$ cat src/rtl/spi_slave_if.sv
// Byte-level handshake and serial pins of the SPI slave.
// The slave modport is the DUT view; the master modport is the system/bench view.
interface spi_slave_if;
   logic       ss_n;
   logic       mosi;
   logic       miso;
   logic       miso_oe;
   logic [7:0] tx_data;
   logic       tx_valid;
   logic       tx_ready;
   logic       tx_underrun;
   logic [7:0] rx_data;
   logic       rx_valid;
   logic       rx_ack;
   logic       rx_overrun;
   logic       frame_abort;

   modport slave (
      input  ss_n, mosi, tx_data, tx_valid, rx_ack,
      output miso, miso_oe, tx_ready, tx_underrun, rx_data, rx_valid, rx_overrun, frame_abort
   );

   modport master (
      output ss_n, mosi, tx_data, tx_valid, rx_ack,
      input  miso, miso_oe, tx_ready, tx_underrun, rx_data, rx_valid, rx_overrun, frame_abort
   );
endinterface

$ cat src/rtl/spi_slave.sv
// SPI mode-0 style byte slave clocked directly by sclk: one load edge, eight
// sample edges and one DONE edge per byte, with a one-deep TX holding register.
module spi_slave #(
   parameter logic [7:0] IDLE_BYTE = 8'hFF
) (
   input logic       sclk,
   input logic       rstn,
   spi_slave_if.slave bus
);

   localparam int unsigned DW = 8;
   localparam int unsigned CW = 3;
   localparam logic [CW-1:0] LAST_BIT = CW'(DW - 1);

   typedef enum logic [1:0] {
      IDLE  = 2'd0,
      SHIFT = 2'd1,
      DONE  = 2'd2
   } state_t;

   state_t        state_q, state_d;
   logic [CW-1:0] bit_cnt_q, bit_cnt_d;
   logic [DW-1:0] hold_q, hold_d;
   logic          hold_valid_q, hold_valid_d;
   logic [DW-1:0] tx_shift_q, tx_shift_d;
   logic [DW-1:0] rx_shift_q, rx_shift_d;
   logic [DW-1:0] rx_data_q, rx_data_d;
   logic          rx_valid_q, rx_valid_d;
   logic          underrun_q, underrun_d;
   logic          overrun_q, overrun_d;
   logic          abort_q, abort_d;
   logic          miso_q;

   // Next-state, datapath and pulse generation.
   always_comb begin
      state_d      = state_q;
      bit_cnt_d    = bit_cnt_q;
      hold_d       = hold_q;
      hold_valid_d = hold_valid_q;
      tx_shift_d   = tx_shift_q;
      rx_shift_d   = rx_shift_q;
      rx_data_d    = rx_data_q;
      rx_valid_d   = rx_valid_q;
      underrun_d   = 1'b0;
      overrun_d    = 1'b0;
      abort_d      = 1'b0;

      if (bus.tx_valid && !hold_valid_q) begin
         hold_d       = bus.tx_data;
         hold_valid_d = 1'b1;
      end

      if (bus.rx_ack) begin
         rx_valid_d = 1'b0;
      end

      case (state_q)
         IDLE: begin
            if (!bus.ss_n) begin
               state_d   = SHIFT;
               bit_cnt_d = '0;
               // A byte offered on this same edge is parked for the next frame.
               if (hold_valid_q) begin
                  tx_shift_d   = hold_q;
                  hold_valid_d = 1'b0;
               end else begin
                  tx_shift_d = IDLE_BYTE;
                  underrun_d = 1'b1;
               end
            end
         end
         SHIFT: begin
            if (bus.ss_n) begin
               state_d = IDLE;
               abort_d = 1'b1;
            end else begin
               rx_shift_d = {rx_shift_q[DW-2:0], bus.mosi};
               bit_cnt_d  = bit_cnt_q + CW'(1);
               if (bit_cnt_q == LAST_BIT) begin
                  state_d    = DONE;
                  rx_data_d  = {rx_shift_q[DW-2:0], bus.mosi};
                  rx_valid_d = 1'b1;
                  overrun_d  = rx_valid_q && !bus.rx_ack;
               end
            end
         end
         DONE: begin
            state_d = IDLE;
         end
         default: begin
            state_d = IDLE;
         end
      endcase
   end

   // State and datapath registers.
   always_ff @(posedge sclk) begin
      if (!rstn) begin
         state_q      <= IDLE;
         bit_cnt_q    <= '0;
         hold_q       <= '0;
         hold_valid_q <= 1'b0;
         tx_shift_q   <= '0;
         rx_shift_q   <= '0;
         rx_data_q    <= '0;
         rx_valid_q   <= 1'b0;
         underrun_q   <= 1'b0;
         overrun_q    <= 1'b0;
         abort_q      <= 1'b0;
      end else begin
         state_q      <= state_d;
         bit_cnt_q    <= bit_cnt_d;
         hold_q       <= hold_d;
         hold_valid_q <= hold_valid_d;
         tx_shift_q   <= tx_shift_d;
         rx_shift_q   <= rx_shift_d;
         rx_data_q    <= rx_data_d;
         rx_valid_q   <= rx_valid_d;
         underrun_q   <= underrun_d;
         overrun_q    <= overrun_d;
         abort_q      <= abort_d;
      end
   end

   // miso launches half a cycle ahead so the master samples it on the next posedge.
   always_ff @(negedge sclk) begin
      if (!rstn) begin
         miso_q <= 1'b0;
      end else if (state_q == SHIFT) begin
         miso_q <= tx_shift_q[LAST_BIT - bit_cnt_q];
      end else begin
         miso_q <= 1'b0;
      end
   end

   assign bus.miso        = miso_q;
   assign bus.miso_oe     = (state_q == SHIFT);
   assign bus.tx_ready    = !hold_valid_q;
   assign bus.tx_underrun = underrun_q;
   assign bus.rx_data     = rx_data_q;
   assign bus.rx_valid    = rx_valid_q;
   assign bus.rx_overrun  = overrun_q;
   assign bus.frame_abort = abort_q;

endmodule

$ cat src/flat_wrapper.sv
// flat-port wrapper written by rule: the top's interface ports become plain ports
module spi_slave_flat 
#(
   parameter logic [7:0] IDLE_BYTE = 8'hFF
)
  (sclk, rstn, bus_ss_n, bus_mosi, bus_tx_data, bus_tx_valid, bus_rx_ack, bus_miso, bus_miso_oe, bus_tx_ready, bus_tx_underrun, bus_rx_data, bus_rx_valid, bus_rx_overrun, bus_frame_abort);
  spi_slave_if bus_i ();
  input logic sclk;
  input logic rstn;
  input wire logic [$bits(bus_i.ss_n)-1:0] bus_ss_n;
  input wire logic [$bits(bus_i.mosi)-1:0] bus_mosi;
  input wire logic [$bits(bus_i.tx_data)-1:0] bus_tx_data;
  input wire logic [$bits(bus_i.tx_valid)-1:0] bus_tx_valid;
  input wire logic [$bits(bus_i.rx_ack)-1:0] bus_rx_ack;
  output wire logic [$bits(bus_i.miso)-1:0] bus_miso;
  output wire logic [$bits(bus_i.miso_oe)-1:0] bus_miso_oe;
  output wire logic [$bits(bus_i.tx_ready)-1:0] bus_tx_ready;
  output wire logic [$bits(bus_i.tx_underrun)-1:0] bus_tx_underrun;
  output wire logic [$bits(bus_i.rx_data)-1:0] bus_rx_data;
  output wire logic [$bits(bus_i.rx_valid)-1:0] bus_rx_valid;
  output wire logic [$bits(bus_i.rx_overrun)-1:0] bus_rx_overrun;
  output wire logic [$bits(bus_i.frame_abort)-1:0] bus_frame_abort;
  assign bus_i.ss_n = bus_ss_n;
  assign bus_i.mosi = bus_mosi;
  assign bus_i.tx_data = bus_tx_data;
  assign bus_i.tx_valid = bus_tx_valid;
  assign bus_i.rx_ack = bus_rx_ack;
  assign bus_miso = bus_i.miso;
  assign bus_miso_oe = bus_i.miso_oe;
  assign bus_tx_ready = bus_i.tx_ready;
  assign bus_tx_underrun = bus_i.tx_underrun;
  assign bus_rx_data = bus_i.rx_data;
  assign bus_rx_valid = bus_i.rx_valid;
  assign bus_rx_overrun = bus_i.rx_overrun;
  assign bus_frame_abort = bus_i.frame_abort;
  spi_slave #(.IDLE_BYTE(IDLE_BYTE)) u_core (.sclk(sclk), .rstn(rstn), .bus(bus_i));
endmodule
$ cat config.mk
export PLATFORM = sky130hd
export DESIGN_NAME = spi_slave_flat
export DESIGN_NICKNAME = d
export VERILOG_FILES = /design/src/rtl/spi_slave_if.sv /design/src/rtl/spi_slave.sv /design/src/flat_wrapper.sv
export SDC_FILE = /design/constraint.sdc
export NUM_CORES = 1
export LEC_CHECK = 0
export ABC_CLOCK_PERIOD_IN_PS = 1800
export CORE_MARGIN = 1
export CORE_UTILIZATION = 35
export DETAILED_ROUTE_END_ITERATION = 8
export PLACE_DENSITY_LB_ADDON = 0.12
export SYNTH_ARGS = -nofsm -noshare
export SYNTH_HDL_FRONTEND = slang
export SYNTH_SLANG_ARGS = --single-unit
$ cat constraint.sdc
create_clock -name sclk -period 1.8 [get_ports sclk]
set_clock_uncertainty 0.1 [all_clocks]
set_input_delay 0.18 -clock sclk [delete_from_list [all_inputs] [get_ports sclk]]
set_output_delay 0.18 -clock sclk [all_outputs]
set_load 0.05 [all_outputs]
==> results.cfg, run 1 <==
[run_status]
outcome = finished with violations
violations = DRC, setup timing

[clocking]
cts.sinks = 42
cts_tree = yes
ctsHtreeMaxLevel = 2
cts_buffer_depth = 2
path_clk_slew_ns = 0.08
clockRootBuffer = clkbuf_8
clk_latency_ns = 0.29
cts_buffers = 5

[logic_synthesis]
ys_ff_latch = 42
synth_cell_type_count = 33
syn_nets = 197
synthTopCellsByArea = dfxtp_1 (50%), a21oi_1 (5.7%), mux2i_1 (4.8%), a311oi_1 (3.7%), o21ai_0 (3.6%)
avgSynthCellArea_um2 = 9.21
yosysMostFrequentCell = dfxtp_1
synth-main-ff-cell = dfxtp_1
synth_area_mm2 = 0.00167
synth_top_cell_area_share_pct = 50.4
postSynthCellCount = 181
async_reset_ff_share_pct = 0
ys_warn_count = 0
synth_top_area_cell = dfxtp_1
synth-edff-count = 0
ys_seq_area_share_pct = 50.4
yosys-top-cells-count = dfxtp_1 (42), a21oi_1 (19), nand2_1 (16), nor2_1 (16)

[drt]
drtPass1Iterations = 8
totalWireLength_mm = 3.29
drt_iter0_markers = 67
drc = 1
vias = 1345
wl_per_cell_um = 12.1
viasPerCell = 4.96
ant_nets = 0

[pwr]
ir_worst_vdd_mv = 0.525
p_leak_nw = 0.810
p_per_area_mw_per_mm2 = 821

[timing]
layout_setup_ws_ns = -0.265
slew_headroom_pct = 67.0
rsz0062_at_grt = true
slew_violations = 0
final-setup-viol-count = 2
worst_slew_pin_slew_ns = 0.493
finalHoldViolations = 0

[grt]
busiest_layer = met2
grt_pass1_wl_mm = 5.59
gr-total-overflow = 0
grt_pass1_vias = 1270
grt_start_max_net_pins = 19
grtUsageMet2_pct = 23.8
met1_usage_pct = 17.4
met3_usage_pct = 3.42
track_usage_pct = 14.1
antenna_found_initial = 0

[worst_setup_path]
slowest_stage = mux4_2
critPathMaxStageDelay_ns = 0.50
start_kind = flop
worstPathMaxFanout = 3
r2r-start = u_core.bit_cnt_q[1]
rr_worst_depth = 3
cp-end-kind = flop
critical_path_class = reg -> reg
worstReg2RegEnd = u_core.bus.miso
arrival_ns = 1.29
crit_required_ns = 1.02
cp_cell_sequence = mux4_2 -> nor2_2 -> nor4_1
r2r_slack_ns = -0.26

[placement]
gp_congestion = 0.766
place_hpwl_mm = 2.41
dp_cells = 263
place_area_mm2 = 0.00208
portBuffers = 28

[floorplanning]
io_pins = 29
start_util_pct = 37.3
die_h_um = 71.0
die_w_um = 71.0
core_mm2 = 0.00447
core.rowCount = 24
dieArea_mm2 = 0.00505

[worst_hold_path]
holdPathEnd = u_core.hold_q[4]
min_path_type = in -> reg
min_from = bus_tx_data[4]
min_path_cells = 3

[finish]
design_area_mm2 = 0.00217
instances_no_fill = 271
nets = 234
drive_above_1_share_pct = 16.9
fillers = 431
n_antenna_cell = 0
areaGrowthSynthToFinish_pct = 30.2

[job]
drv_cap = 0
==> state kept, by name (all words and copies together), names as in the netlist <==
signal and flops:
u_core.hold_q 8, u_core.state_q 2, u_core.bus.tx_underrun 1, u_core.bus.rx_overrun 1, u_core.hold_valid_q 1, u_core.bus.frame_abort 1
u_core.rx_shift_q 7, u_core.bus.rx_data 8, u_core.bus.rx_valid 1, u_core.bus.miso 1, u_core.tx_shift_q 8, u_core.bit_cnt_q 3
==> area by class of cell <==
type,count,area (um^2),share of cell area (%)
inverters,12,45.0,2.07
clock inverters,4,25.0,1.15
multi-input cells,113,703,32.4
repair buffers,43,420,19.4
flip-flops and latches,42,845,38.9
well taps,52,65.1,3.00
clock buffers,5,68.8,3.17
==> worst max-delay path: cells and delay by family (launching register included) <==
kind	cells	cell delay, ns
simple gates	2	0.14
mux	1	0.50
flops	1	0.37
==> layout by cell type (no fill, tap or decap), types with 2 or more instances in the layout <==
cell type and n:
dfxtp_1 41, clkdlybuf4s50_1 24, a21oi_1 19, nand2_1 16, buf_4 16, nor2_1 15, inv_1 12, o21ai_0 12
nand3_1 10, mux2i_1 8, a311oi_1 7, clkbuf_8 5, and3_1 3, nor3b_1 3, buf_12 3, nor2_2 2
nand3b_1 2, ha_1 2
==> how the worst max path moves through the flow <==
stage	start	to
after floorplan	u_core.bit_cnt_q[1]	u_core.bus.miso
after global placement	rstn	u_core.bus.miso
after detailed placement	rstn	u_core.bus.miso
after CTS	u_core.bit_cnt_q[1]	u_core.bus.miso
after global routing	u_core.bit_cnt_q[1]	u_core.bus.miso
final	u_core.bit_cnt_q[1]	u_core.bus.miso
==> logic make-up after synthesis <==
kind of cell               after synthesis  share of synthesized area (%)
and+or+nand+nor                         60                           18.8
DFF                                     42                           50.4
AOI/OAI and AO/OA                       41                           14.9
buffers and inverters                   26                           7.58
muxes                                   10                           6.83
adders and majority gates                2                           1.50
==> per-layer routing <==
| layer | up-vias | wire length [um] |
|---|---|---|
| met5 | - | 0 |
| met4 | 0 | 34 |
| met3 | 5 | 146 |
| met2 | 26 | 1540 |
| met1 | 619 | 1570 |
| li1 | 695 | - |
==> timing repair <==
action	in CTS	in global routing
cloned	0	0
resized for setup	0	1
hold buffers	0	0
setup buffers	0	0
setup endpoints to repair	2	2
==> metrics by stage <==
stage	setup slack (ns)	utilization, %	power (mW)	setup TNS [ns]	hold slack (ns)
final	-0.265	48.5	1.78	-0.487	0.332
after global routing	-0.323	48.5	1.87	-0.575	0.324
after CTS	-0.266	48.5	1.81	-0.505	0.325
after detailed placement	-0.327	46.5	1.20	-0.327	0.348
after global placement	-0.304	46.5	1.20	-0.304	0.346
after floorplan	-0.285	-	1.12	-0.285	0.202
==> report_power, final <==
| part | internal (mW) | switching (mW) |
|---|---|---|
| combinational | 0.0960 | 0.100 |
| clock | 0.275 | 0.334 |
| sequential | 0.961 | 0.0162 |
| total | 1.33 | 0.450 |
Note: power is estimated with default switching activity, not from simulation.
==> run 2, diff against run 1 <==
--- a/config.mk
+++ b/config.mk
@@ -11,4 +11,5 @@
 export DETAILED_ROUTE_END_ITERATION = 8
 export PLACE_DENSITY_LB_ADDON = 0.12
+export SLEW_MARGIN = 20
 export SYNTH_ARGS = -nofsm -noshare
 export SYNTH_HDL_FRONTEND = slang
==> constraint.sdc (replaced) <==
create_clock -name sclk -period 1.8 [get_ports sclk]
set_clock_uncertainty 0.1 [all_clocks]
set_input_delay 0.54 -clock sclk [delete_from_list [all_inputs] [get_ports sclk]]
set_output_delay 0.54 -clock sclk [all_outputs]
set_load 0.05 [all_outputs]
==> run 2 against run 1 <==
- the flow finishes with violations (setup timing)
- register-to-register slack about the same
- power is 16% higher
- non-clock buffer count increased by 6
==> results.cfg, run 2 (synthesis gave the netlist of run 1 again) <==
[floorplanning]
core.rowCount = 24
core_mm2 = 0.00447
start_util_pct = 37.3
dieArea_mm2 = 0.00505
die_h_um = 71.0
die_w_um = 71.0
io_pins = 29

[pwr]
switching_share_pct = 21.5
p_sw_uw = 443
ir_worst_vdd_mv = 0.345
power_frac_clock_pct = 42.5
pwr-share-seq_pct = 47.6
p_int_mw = 1.62
combPwrFrac_pct = 9.9
p_leak_nw = 0.926
p_per_area_mw_per_mm2 = 854

[grt]
antenna_found_initial = 0
gr-total-overflow = 0
track_usage_pct = 15.2
grt_pass1_vias = 1347
grt_pass1_wl_mm = 6.00
grt_start_max_net_pins = 19

[placement]
place_area_mm2 = 0.00223
gp_congestion = 0.728
dp_cells = 265
portBuffers = 28
place_hpwl_mm = 2.46

[clocking]
clk_latency_ns = 0.29
ctsHoldBuffers = 0
cts.sinks = 42
clockRootBuffer = clkbuf_8
cts_buffers = 5
ctsHtreeMaxLevel = 2
cts_tree = yes
cts_buffer_depth = 2
path_clk_slew_ns = 0.08

[worst_hold_path]
holdPathEnd = u_core.hold_q[1]
min_path_cells = 2
min_from = u_core.hold_q[1]
min_path_type = reg -> reg

[worst_setup_path]
critical_path_class = reg -> out
arrival_ns = 1.72
r2r_slack_ns = -0.27
slowest_stage = dfxtp_4
critPathMaxStageDelay_ns = 0.33
rr_worst_depth = 3
r2r-start = u_core.bit_cnt_q[1]
crit_required_ns = 1.16
crit_buf_inv = 1
cp_top_family = flip-flops
worstPathMaxFanout = 1
worstReg2RegEnd = u_core.bus.miso
cp-end-kind = primary output
start_kind = flop
cp_cell_sequence = buf_12

[finish]
areaGrowthSynthToFinish_pct = 44.9
layout_common_cells = dfxtp_1 (37), a21oi_1 (19), buf_4 (18)
drive_above_1_share_pct = 25.8
instances_no_fill = 277
n_antenna_cell = 0
fillers = 406
design_area_mm2 = 0.00242
mostFrequentLayoutCell = dfxtp_1
nets = 240

[drt]
ant_nets = 0
drtPass1Iterations = 6
totalWireLength_mm = 3.37
viasPerCell = 5.01
wl_per_cell_um = 12.2
vias = 1389
drt_iter0_markers = 82
drc = 0

[timing]
rsz0062_at_grt = true
final-setup-viol-count = 2
slew_violations = 0
finalHoldViolations = 0
worst_slew_pin_slew_ns = 0.351
slew_headroom_pct = 76.0
layout_setup_ws_ns = -0.562

[run_status]
violations = setup timing
outcome = finished with violations

[job]
drv_cap = 0
## run 2: cell types whose count changed in the layout (fill, tap and decap cells not counted), sizes merged
cell           previous run  this run
bufinv                    0         2
clkdlybuf4s50            24        12
dlygate4sd2               0         1
clkinv                    3         2
buf                      19        36
clkinvlp                  1         0
## run 2: cell type report
| type | instances | area [um^2] | share of cell area, % |
|---|---|---|---|
| Sequential cell | 42 | 852 | 35.3 |
| Multi-Input combinational cell | 113 | 711 | 29.4 |
| Timing Repair Buffer | 49 | 607 | 25.1 |
| Clock buffer | 5 | 68.8 | 2.85 |
| Clock inverter | 4 | 67.6 | 2.80 |
| Tap cell | 52 | 65.1 | 2.69 |
| Inverter | 12 | 45.0 | 1.86 |
## run 2: per-stage QoR
stage	util (%)	power [mW]	TNS [ns]	setup slack, ns	hold slack (ns)
6_report	54.0	2.06	-0.833	-0.562	0.361
5_1_grt	54.0	2.16	-0.918	-0.596	0.387
4_1_cts	53.7	2.09	-0.854	-0.572	0.364
3_5_place_dp	49.9	1.21	-4.99	-0.683	0.352
3_3_place_gp	49.9	1.21	-4.66	-0.670	0.344
2_1_floorplan	-	1.12	-0.433	-0.285	0.336
## run 2: how the worst max path moves through the flow
stage                           end  depth (start not counted)                start  slack, ns
detailed placement  u_core.bus.miso                          3                 rstn      -0.68
global placement    u_core.bus.miso                          3                 rstn      -0.67
floorplan           u_core.bus.miso                          3  u_core.bit_cnt_q[1]      -0.28
finish                     bus_miso                          1      u_core.bus.miso      -0.56
global route               bus_miso                          1      u_core.bus.miso      -0.60
CTS                        bus_miso                          1      u_core.bus.miso      -0.57
## run 2: metal layers
layer | GRT usage (%) | share of wire [%]
met1 | 18.4 | 47
met4 | 6.00 | 1.7
met3 | 4.70 | 3.1
met5 | 0 | 0
met2 | 25.3 | 48
## run 2: power groups by stage
stage	Clock [mW]	Combinational, mW	Sequential [mW]
floorplan	0.00690	0.110	1.00
finish	0.876	0.204	0.983
global placement	0.00690	0.197	1.00
global route	0.944	0.225	0.987
detailed placement	0.00690	0.200	1.00
CTS	0.902	0.205	0.983
## run 2: worst register-to-register path: cells and delay by family (launching register included)
family,cells,cell delay (ns)
AND/OR/NAND/NOR,2,0.15
flip-flops,1,0.38
multiplexers,1,0.49
## run 2: repair_timing
| item | 4_1_cts | 5_1_grt |
|---|---|---|
| pin swaps | 2 | 0 |
| endpoints found under the setup margin | 4 | 9 |
| setup buffers | 4 | 0 |
| resized for setup | 5 | 3 |
